## config.mk

```make
export PLATFORM = sky130hd
export DESIGN_NAME = attention_scheduler
export DESIGN_NICKNAME = d
export VERILOG_FILES = /design/src/rtl/attention_scheduler.sv
export SDC_FILE = /design/constraint.sdc
export NUM_CORES = 1
export LEC_CHECK = 0
export BUFFER_PORTS_ARGS = -buffer_cell sky130_fd_sc_hd__buf_2
export CAP_MARGIN = 5
export CORE_MARGIN = 4
export CORE_UTILIZATION = 45
export DETAILED_ROUTE_END_ITERATION = 8
export GPL_TIMING_DRIVEN = 1
export SLEW_MARGIN = 20
export SYNTH_ARGS = -nofsm -noshare
export SYNTH_HDL_FRONTEND = slang
export SYNTH_SLANG_ARGS = --single-unit
```

## constraint.sdc

```tcl
create_clock -name clk -period 17.8 [get_ports clk]
set_input_delay 3.56 -clock clk [delete_from_list [all_inputs] [get_ports clk]]
set_output_delay 3.56 -clock clk [all_outputs]
set_load 0.02 [all_outputs]
```

## src/rtl/attention_scheduler.sv

```systemverilog
// Sequences the five matmul phases (Q, K, V, S, Z) of one attention head on an external engine.
// Problem dimensions are fetched from word 0 of the input and weight SRAMs at job start.
module attention_scheduler (
  input  logic        clk,
  input  logic        reset_n,
  input  logic        dut_valid,
  output logic        dut_ready,
  output logic [15:0] dut__tb__sram_input_read_address,
  input  logic [31:0] tb__dut__sram_input_read_data,
  output logic [15:0] dut__tb__sram_weight_read_address,
  input  logic [31:0] tb__dut__sram_weight_read_data,
  output logic        eng_start,
  output logic [2:0]  eng_op,
  output logic [15:0] eng_rows,
  output logic [15:0] eng_inner,
  output logic [15:0] eng_cols,
  output logic [15:0] eng_a_base,
  output logic [15:0] eng_b_base,
  output logic [15:0] eng_c_base,
  output logic        eng_a_src,
  output logic        eng_b_src,
  output logic        eng_b_transpose,
  input  logic        eng_done,
  output logic        error
);

  // Handshake: a job is accepted on any rising edge where dut_valid=1 and dut_ready=1;
  // dut_ready stays low until the job (or its dimension error) has completed.
  typedef enum logic [2:0] {
    S_IDLE, S_DIM_REQ, S_DIM_CAP, S_CALC, S_ISSUE, S_WAIT, S_DONE
  } state_t;

  state_t      state, state_next;
  logic [2:0]  phase, phase_next;
  logic        load_cfg;
  logic        dim_err;
  logic [15:0] dim_n, dim_d, dim_wr, dim_wc;
  logic [15:0] dd, nd, nn;

  // Dimensions always live at word 0, so the read address never leaves zero.
  assign dut__tb__sram_input_read_address  = 16'd0;
  assign dut__tb__sram_weight_read_address = 16'd0;

  assign dut_ready = (state == S_IDLE);
  assign eng_start = (state == S_ISSUE);
  assign dim_err   = (dim_n == 16'd0) || (dim_d == 16'd0) ||
                     (dim_wr != dim_d) || (dim_wc != dim_d);

  always_ff @(posedge clk or negedge reset_n) begin
    if (!reset_n) begin
      state <= S_IDLE;
      phase <= 3'd0;
    end else begin
      state <= state_next;
      phase <= phase_next;
    end
  end

  always_comb begin
    state_next = state;
    phase_next = phase;
    load_cfg   = 1'b0;
    case (state)
      S_IDLE:    if (dut_valid) state_next = S_DIM_REQ;
      S_DIM_REQ: state_next = S_DIM_CAP;
      S_DIM_CAP: state_next = S_CALC;
      S_CALC: begin
        phase_next = 3'd0;
        if (dim_err) begin
          state_next = S_DONE;
        end else begin
          state_next = S_ISSUE;
          load_cfg   = 1'b1;
        end
      end
      S_ISSUE:   state_next = S_WAIT;
      S_WAIT: begin
        if (eng_done) begin
          if (phase == 3'd4) begin
            state_next = S_DONE;
          end else begin
            phase_next = 3'(phase + 3'd1);
            state_next = S_ISSUE;
            load_cfg   = 1'b1;
          end
        end
      end
      S_DONE:    state_next = S_IDLE;
      default:   state_next = S_IDLE;
    endcase
  end

  always_ff @(posedge clk or negedge reset_n) begin
    if (!reset_n) begin
      dim_n <= '0; dim_d <= '0; dim_wr <= '0; dim_wc <= '0;
      dd <= '0; nd <= '0; nn <= '0;
      error <= 1'b0;
      eng_op <= '0; eng_rows <= '0; eng_inner <= '0; eng_cols <= '0;
      eng_a_base <= '0; eng_b_base <= '0; eng_c_base <= '0;
      eng_a_src <= 1'b0; eng_b_src <= 1'b0; eng_b_transpose <= 1'b0;
    end else begin
      if (state == S_IDLE && dut_valid) error <= 1'b0;
      if (state == S_DIM_CAP) begin
        dim_n  <= tb__dut__sram_input_read_data[31:16];
        dim_d  <= tb__dut__sram_input_read_data[15:0];
        dim_wr <= tb__dut__sram_weight_read_data[31:16];
        dim_wc <= tb__dut__sram_weight_read_data[15:0];
      end
      if (state == S_CALC) begin
        dd <= dim_d * dim_d;
        nd <= dim_n * dim_d;
        nn <= dim_n * dim_n;
        if (dim_err) error <= 1'b1;
      end
      // Q only needs N and D, so it can load while the products are still being registered.
      if (load_cfg) begin
        eng_op <= phase_next;
        case (phase_next)
          3'd0: begin
            eng_rows <= dim_n; eng_inner <= dim_d; eng_cols <= dim_d;
            eng_a_base <= 16'd1; eng_b_base <= 16'd1; eng_c_base <= 16'd0;
            eng_a_src <= 1'b0; eng_b_src <= 1'b0; eng_b_transpose <= 1'b0;
          end
          3'd1: begin
            eng_rows <= dim_n; eng_inner <= dim_d; eng_cols <= dim_d;
            eng_a_base <= 16'd1; eng_b_base <= 16'd1 + dd; eng_c_base <= nd;
            eng_a_src <= 1'b0; eng_b_src <= 1'b0; eng_b_transpose <= 1'b0;
          end
          3'd2: begin
            eng_rows <= dim_n; eng_inner <= dim_d; eng_cols <= dim_d;
            eng_a_base <= 16'd1; eng_b_base <= 16'd1 + dd + dd; eng_c_base <= nd + nd;
            eng_a_src <= 1'b0; eng_b_src <= 1'b0; eng_b_transpose <= 1'b0;
          end
          3'd3: begin
            eng_rows <= dim_n; eng_inner <= dim_d; eng_cols <= dim_n;
            eng_a_base <= 16'd0; eng_b_base <= nd; eng_c_base <= nd + nd + nd;
            eng_a_src <= 1'b1; eng_b_src <= 1'b1; eng_b_transpose <= 1'b1;
          end
          default: begin
            eng_rows <= dim_n; eng_inner <= dim_n; eng_cols <= dim_d;
            eng_a_base <= nd + nd + nd; eng_b_base <= nd + nd; eng_c_base <= nd + nd + nd + nn;
            eng_a_src <= 1'b1; eng_b_src <= 1'b1; eng_b_transpose <= 1'b0;
          end
        endcase
      end
    end
  end

endmodule
```

Word-level counts from Yosys, hierarchy flattened
Cells that the tools add are included.
- register bits: 220
- word-level logic and storage cells: 74
- add/sub/neg operators: 6
- $mul: 3
- equality and inequality tests: 13
- multiplexer cells: 22
- reductions and logical operators: 11
- operator list (cell ; number):
    case mux 16 bit (4 select lines) ; 2
    adder 16 bit ; 4
    multiplier 16 x 16 -> 16 bit ; 3
    zero test 16 bit ; 2
    two-way mux 16 bit ; 2
    inequality test 16 bit ; 2
    case mux 16 bit (2 select lines) ; 1
    case mux 3 bit (6 select lines) ; 1
    adder 1 x 16 -> 16 bit, first input constant ; 1
    equality test 3 x 2 -> 1 bit, second input constant ; 4
    two-way mux 3 bit ; 4
    equality test 3 bit, second input constant ; 3
    two-way mux 1 bit ; 8
    equality test 3 x 1 -> 1 bit, second input constant ; 2
    zero test 3 bit ; 2
    case mux 3 bit (2 select lines) ; 1
    two-way mux 2 bit ; 2
    inequality test 2 bit, second input constant ; 2
    OR reduction 4 bit ; 1
    adder 3 x 1 -> 3 bit, second input constant ; 1
    logical OR 1 bit ; 3
    OR reduction 3 bit ; 1
    case mux 1 bit (2 select lines) ; 1
    AND reduction 2 bit ; 1
    logical AND 1 bit ; 1

Depth between registers and ports, before layout
- depth in word-level cells: 7
- gate-level depth with buffers: 24
- mapped depth without buffers: 22

Worst setup path before layout
Ideal clock, no wire load.
- path kind: register to register
- start point: register dim_d[1]
- end point: register nd[14]
- library setup time: 0.083 ns
- arrival time: 5.615 ns
- required time: 17.717 ns
- slack: 12.103 ns
- cell stages (with the launch flop): 23
- path buffers: 3
- clock period less this slack: 5.697 ns
- cells stage by stage: dfrtp_1 -> buf_6 -> clkbuf_1 -> clkbuf_1 -> nand2_1 -> fa_1 -> fa_1 -> inv_1 -> fa_1 -> inv_1 -> fa_1 -> inv_1 -> fa_1 -> inv_1 -> fa_1 -> inv_1 -> ha_1 -> nand3_1 -> o311ai_0 -> a21o_1 -> a21oi_1 -> xor2_1 -> o21ai_0
- cells in the longest elaborated chain, start to end: 1
- ends and longest elaborated chain (element ; RTL line ; RTL):
    from (decl) ; 37 ; logic [15:0] dim_n, dim_d, dim_wr, dim_wc;
    from (signal assigned) ; 105 ; dim_d <= tb__dut__sram_input_read_data[15:0];
    multiplier 16 x 16 -> 16 bit ; 111 ; nd <= dim_n * dim_d;
    to (signal assigned) ; 111 ;
    to (decl) ; 38 ; logic [15:0] dd, nd, nn;
No other way between the ends.
A chain may end at the register's enable or synchronous reset.

Final worst setup path
- start point: input eng_done
- end point: register eng_b_base[7]
- cells in the longest elaborated chain, start to end: 4
- ends and longest elaborated chain (element ; RTL line ; RTL):
    from (decl) ; 23 ; input logic eng_done,
    two-way mux 3 bit ; 78 ; if (eng_done) begin
    case mux 3 bit (2 select lines) ; 63 ; case (state)
    equality test 3 x 2 -> 1 bit, or another cell as far along ; 118 ; case (phase_next)
    case mux 16 bit (4 select lines) ; 118 ;
    to (signal assigned) ; 141 ; eng_a_base <= nd + nd + nd; eng_b_base <= nd + nd; eng_c_base <= nd + nd + nd + nn;
    to (decl) ; 18 ; output logic [15:0] eng_b_base,
Parallel ways exist; a longest one is shown, timed or not.

==> results.json <==
{
  "status": "complete, no violations",
  "place.detailed.hpwl_mm": 44.1,
  "worst-r2r-cell-count": 23,
  "ctsLongestPathBuffers": 3,
  "setup.reg_to_reg.worst_slack_ns": 11.63,
  "worstMarginPinSlew_ns": 0.972,
  "timing_worst_setup_path_type": "input pin to flip-flop",
  "aggregate_routed_wire_length_mm": 59.5,
  "timing_hold_violations_final": 0,
  "core-area_mm2": 0.0478,
  "max-cap-violations": 0,
  "cp-startpoint": "eng_done",
  "num_antenna_cells": 0,
  "die_height_um": 228,
  "yosys_warns": 0,
  "grt_pass1_vias": 17100,
  "wl_per_cell_um": 18.8,
  "initial_core_util": 0.455,
  "numClockSinks": 218,
  "synth.cell_area_mm2": 0.0218,
  "via_per_inst": 5.28,
  "die_area_mm2": 0.0520,
  "ys_async_sr_fraction": 1.00,
  "setup_tns_ns": 0,
  "setup.worst_path.end_class": "flip-flop",
  "ctsRootBufferMaster": "sky130_fd_sc_hd__clkbuf_16",
  "startpoint_type": "input pin",
  "grt_pass1_wl_mm": 97.0,
  "report.final.slew_viol_count": 0,
  "seq_area_frac_synth": 0.250,
  "critical_path.max_fanout": 27,
  "setup_viol": 0,
  "post_cts_repair_setup_buffers": 0,
  "cts_max_level": 1,
  "design.final.nets": 3005,
  "peak_clock_frequency_supported_by_timing_ghz": 0.160,
  "crit_arrival_ns": 6.72,
  "finalCritPeriodShare": 0.351,
  "pin_count": 205,
  "clock_tree_from_tritoncts": "yes",
  "dieWidth_um": 228,
  "cts_hold_buf": 0,
  "antenna_violations_before_repair": 0,
  "row_count": 80,
  "synth_seq_cells": 218,
  "postSynthCellCount": 2428,
  "cp_slowest_cell": "sky130_fd_sc_hd__nor2_1",
  "yosys.cell_types.count": 68,
  "io_buffers": 172,
  "drc_errors": 0,
  "routed_vias": 16700,
  "drt_iter0_markers": 1113,
  "timing.rr.start": "dim_d[3]$_DFFE_PN0P_",
  "worst_ep_required_time_ns": 18.27,
  "crit_path_end": "eng_b_base[7]$_DFFE_PN0P_",
  "number_of_flops_mapped_to_enable_cells_by_yosys": 0,
  "cts.repair.resized": 0,
  "timing.critical_path.max_delay_family": "simple AND/OR/NAND/NOR gates",
  "timing.critical_path.mode_cell": "sky130_fd_sc_hd__o21ai_0",
  "postSynth.topFlopCell": "sky130_fd_sc_hd__dfrtp_1",
  "timing.final.crit_period_ns": 6.25,
  "grt_start_max_net_pins": 86,
  "grt_setup_unrepaired": "false",
  "route.antenna.remaining_nets": 0,
  "fin_worst_skew_ns": 0.0129,
  "globalRouteTotalUtil": 0.229,
  "gp_routability_congestion": 0.871,
  "critical_path.n_buffers_inverters": 3,
  "relSlewSlack": 0.352,
  "grt.overflow.total": 0,
  "flow.area_growth_from_synthesis_pct": 9.93,
  "path_clk_slew_ns": 0.06,
  "drive_gt1_frac": 0.127,
  "postSynthAreaPerCell_um2": 8.98,
  "path_cells": "buf_2 -> nand4b_1 -> nand2_1 -> a22oi_1 -> buf_4 -> clkinv_1 -> nor2_1 -> o21ba_2 -> o221ai_1 -> o21ai_0 -> o21ai_0",
  "critical_path_cell_count": 11,
  "critPathMaxStageDelay_ns": 0.98,
  "cts-buffers-inserted": 26,
  "detail_route.first_pass.iterations": 7,
  "clock_insertion_delay_worst_skew_ns": 0.56,
  "hold_path_class": "flip-flop to flip-flop",
  "r2r-end": "dd[15]$_DFFE_PN0N_"
}
## worst reg2reg max path, stage by stage, from the launching register on
cell and delay [ns]:
sky130_fd_sc_hd__dfrtp_1 0.62, sky130_fd_sc_hd__buf_4 0.37, sky130_fd_sc_hd__nand2_1 0.14, sky130_fd_sc_hd__inv_1 0.09, sky130_fd_sc_hd__fa_1 0.53, sky130_fd_sc_hd__inv_1 0.06, sky130_fd_sc_hd__fa_1 0.53, sky130_fd_sc_hd__inv_1 0.05
sky130_fd_sc_hd__fa_1 0.49, sky130_fd_sc_hd__inv_1 0.05, sky130_fd_sc_hd__fa_1 0.53, sky130_fd_sc_hd__inv_1 0.05, sky130_fd_sc_hd__fa_1 0.48, sky130_fd_sc_hd__inv_1 0.05, sky130_fd_sc_hd__fa_1 0.47, sky130_fd_sc_hd__inv_1 0.04
sky130_fd_sc_hd__ha_1 0.34, sky130_fd_sc_hd__and2_1 0.18, sky130_fd_sc_hd__o21ai_0 0.13, sky130_fd_sc_hd__o311ai_0 0.21, sky130_fd_sc_hd__a21o_1 0.23, sky130_fd_sc_hd__a21oi_1 0.17, sky130_fd_sc_hd__xnor2_1 0.13, sky130_fd_sc_hd__o21ai_0 0.08
## Yosys cell counts, drive strengths merged (58+ instances only)
master | number | area, um^2
ha | 187 | 2340
o21ai | 128 | 641
nand2 | 393 | 1480
dfrtp | 218 | 5460
inv | 367 | 1380
and2 | 96 | 601
fa | 215 | 4300
nor2 | 94 | 360
buf | 61 | 405
mux2 | 58 | 653
a21oi | 61 | 305
xnor2 | 103 | 902
clkbuf | 103 | 387
## state kept, by name (all words and copies together) (netlist names)
| name | count |
|---|---|
| dd | 15 |
| dim_d | 16 |
| dim_n | 16 |
| dim_wc | 16 |
| dim_wr | 16 |
| eng_a_base | 16 |
| eng_b_base | 16 |
| eng_b_src | 1 |
| eng_b_transpose | 1 |
| eng_c_base | 16 |
| eng_cols | 16 |
| eng_inner | 16 |
| eng_op | 3 |
| eng_rows | 16 |
| error | 1 |
| nd | 16 |
| nn | 15 |
| phase | 3 |
| state | 3 |
## cell usage in the layout, fill, tap and decap left out, types with 9 or more instances in the layout
| master | synthesis | routed |
|---|---|---|
| sky130_fd_sc_hd__o21a_1 | 9 | 9 |
| sky130_fd_sc_hd__o21ai_0 | 126 | 126 |
| sky130_fd_sc_hd__nor2b_1 | 9 | 9 |
| sky130_fd_sc_hd__and2_1 | 96 | 96 |
| sky130_fd_sc_hd__clkbuf_16 | 0 | 26 |
| sky130_fd_sc_hd__mux2i_1 | 19 | 19 |
| sky130_fd_sc_hd__a31oi_1 | 26 | 26 |
| sky130_fd_sc_hd__a21o_1 | 25 | 25 |
| sky130_fd_sc_hd__xnor2_1 | 103 | 103 |
| sky130_fd_sc_hd__buf_2 | 15 | 171 |
| sky130_fd_sc_hd__nand3_1 | 16 | 14 |
| sky130_fd_sc_hd__nor4_1 | 11 | 11 |
| sky130_fd_sc_hd__a21oi_1 | 61 | 61 |
| sky130_fd_sc_hd__o31ai_1 | 9 | 9 |
| sky130_fd_sc_hd__fa_1 | 215 | 215 |
| sky130_fd_sc_hd__and3_1 | 20 | 20 |
| sky130_fd_sc_hd__nor3_1 | 30 | 30 |
| sky130_fd_sc_hd__inv_1 | 367 | 367 |
| sky130_fd_sc_hd__o22ai_1 | 9 | 9 |
| sky130_fd_sc_hd__nand2_1 | 393 | 392 |
| sky130_fd_sc_hd__conb_1 | 2 | 44 |
| sky130_fd_sc_hd__nor2_1 | 93 | 91 |
| sky130_fd_sc_hd__xor2_1 | 53 | 53 |
| sky130_fd_sc_hd__dfrtp_1 | 218 | 218 |
| sky130_fd_sc_hd__ha_1 | 187 | 187 |
| sky130_fd_sc_hd__buf_4 | 34 | 29 |
| sky130_fd_sc_hd__mux2_2 | 58 | 58 |
| sky130_fd_sc_hd__o221ai_1 | 9 | 9 |
## through the flow
| stage | cells | instance area [um^2] | hold slack (ns) | util | worst slack [ns] |
|---|---|---|---|---|---|
| floorplan | 2470 | 21900 | 0.450 | - | 12.10 |
| global placement | 3122 | 23000 | 0.449 | 0.482 | 11.05 |
| detailed placement | 3122 | 23000 | 0.455 | 0.482 | 11.02 |
| CTS | 3168 | 24000 | 0.468 | 0.501 | 11.59 |
| global route | 3168 | 24000 | 0.494 | 0.501 | 11.29 |
| finish | 3168 | 24000 | 0.460 | 0.501 | 11.55 |
## worst min path at each step
| stage | start | end | slack [ns] | cells past startpoint |
|---|---|---|---|---|
| 2_1_floorplan | dd[15]$_DFFE_PN0N_ | dd[15]$_DFFE_PN0N_ | 0.45 | 2 |
| 3_3_place_gp | eng_rows[10]$_DFFE_PN0P_ | eng_rows[10]$_DFFE_PN0P_ | 0.45 | 2 |
| 3_5_place_dp | eng_rows[5]$_DFFE_PN0P_ | eng_rows[5]$_DFFE_PN0P_ | 0.45 | 2 |
| 4_1_cts | eng_rows[5]$_DFFE_PN0P_ | eng_rows[5]$_DFFE_PN0P_ | 0.47 | 2 |
| 5_1_grt | eng_rows[5]$_DFFE_PN0P_ | eng_rows[5]$_DFFE_PN0P_ | 0.49 | 2 |
| 6_report | eng_rows[5]$_DFFE_PN0P_ | eng_rows[5]$_DFFE_PN0P_ | 0.46 | 2 |
## routing by layer
metal,track usage,wire [um],vias up
li1,-,-,7877
met1,0.316,26400,8245
met2,0.382,28200,500
met3,0.0328,3070,99
met4,0.0564,1750,0
met5,0,0,-
## cell families after synthesis
group / count (synthesis) / share of synthesized area
and+or+nand+nor: 695 / 0.143
buffers and inverters: 533 / 0.0999
adders and majority gates: 402 / 0.305
AOI/OAI and AO/OA: 345 / 0.100
DFF: 218 / 0.250
xor gates and xnor gates: 156 / 0.0627
muxes: 77 / 0.0387
other: 2 / 0.000345
## layout make-up
cell class,count,area (um^2)
well taps,615,769
repair buffers,201,1090
fillers,4569,23900
clock inverters,12,179
flip-flops and latches,218,5460
multi-input cells,1719,14300
clock buffers,34,731
inverters,369,1390
Power is left out: the tool's default activity adds up to more than one toggle a clock period on the data nets, which glitch-free logic cannot reach.
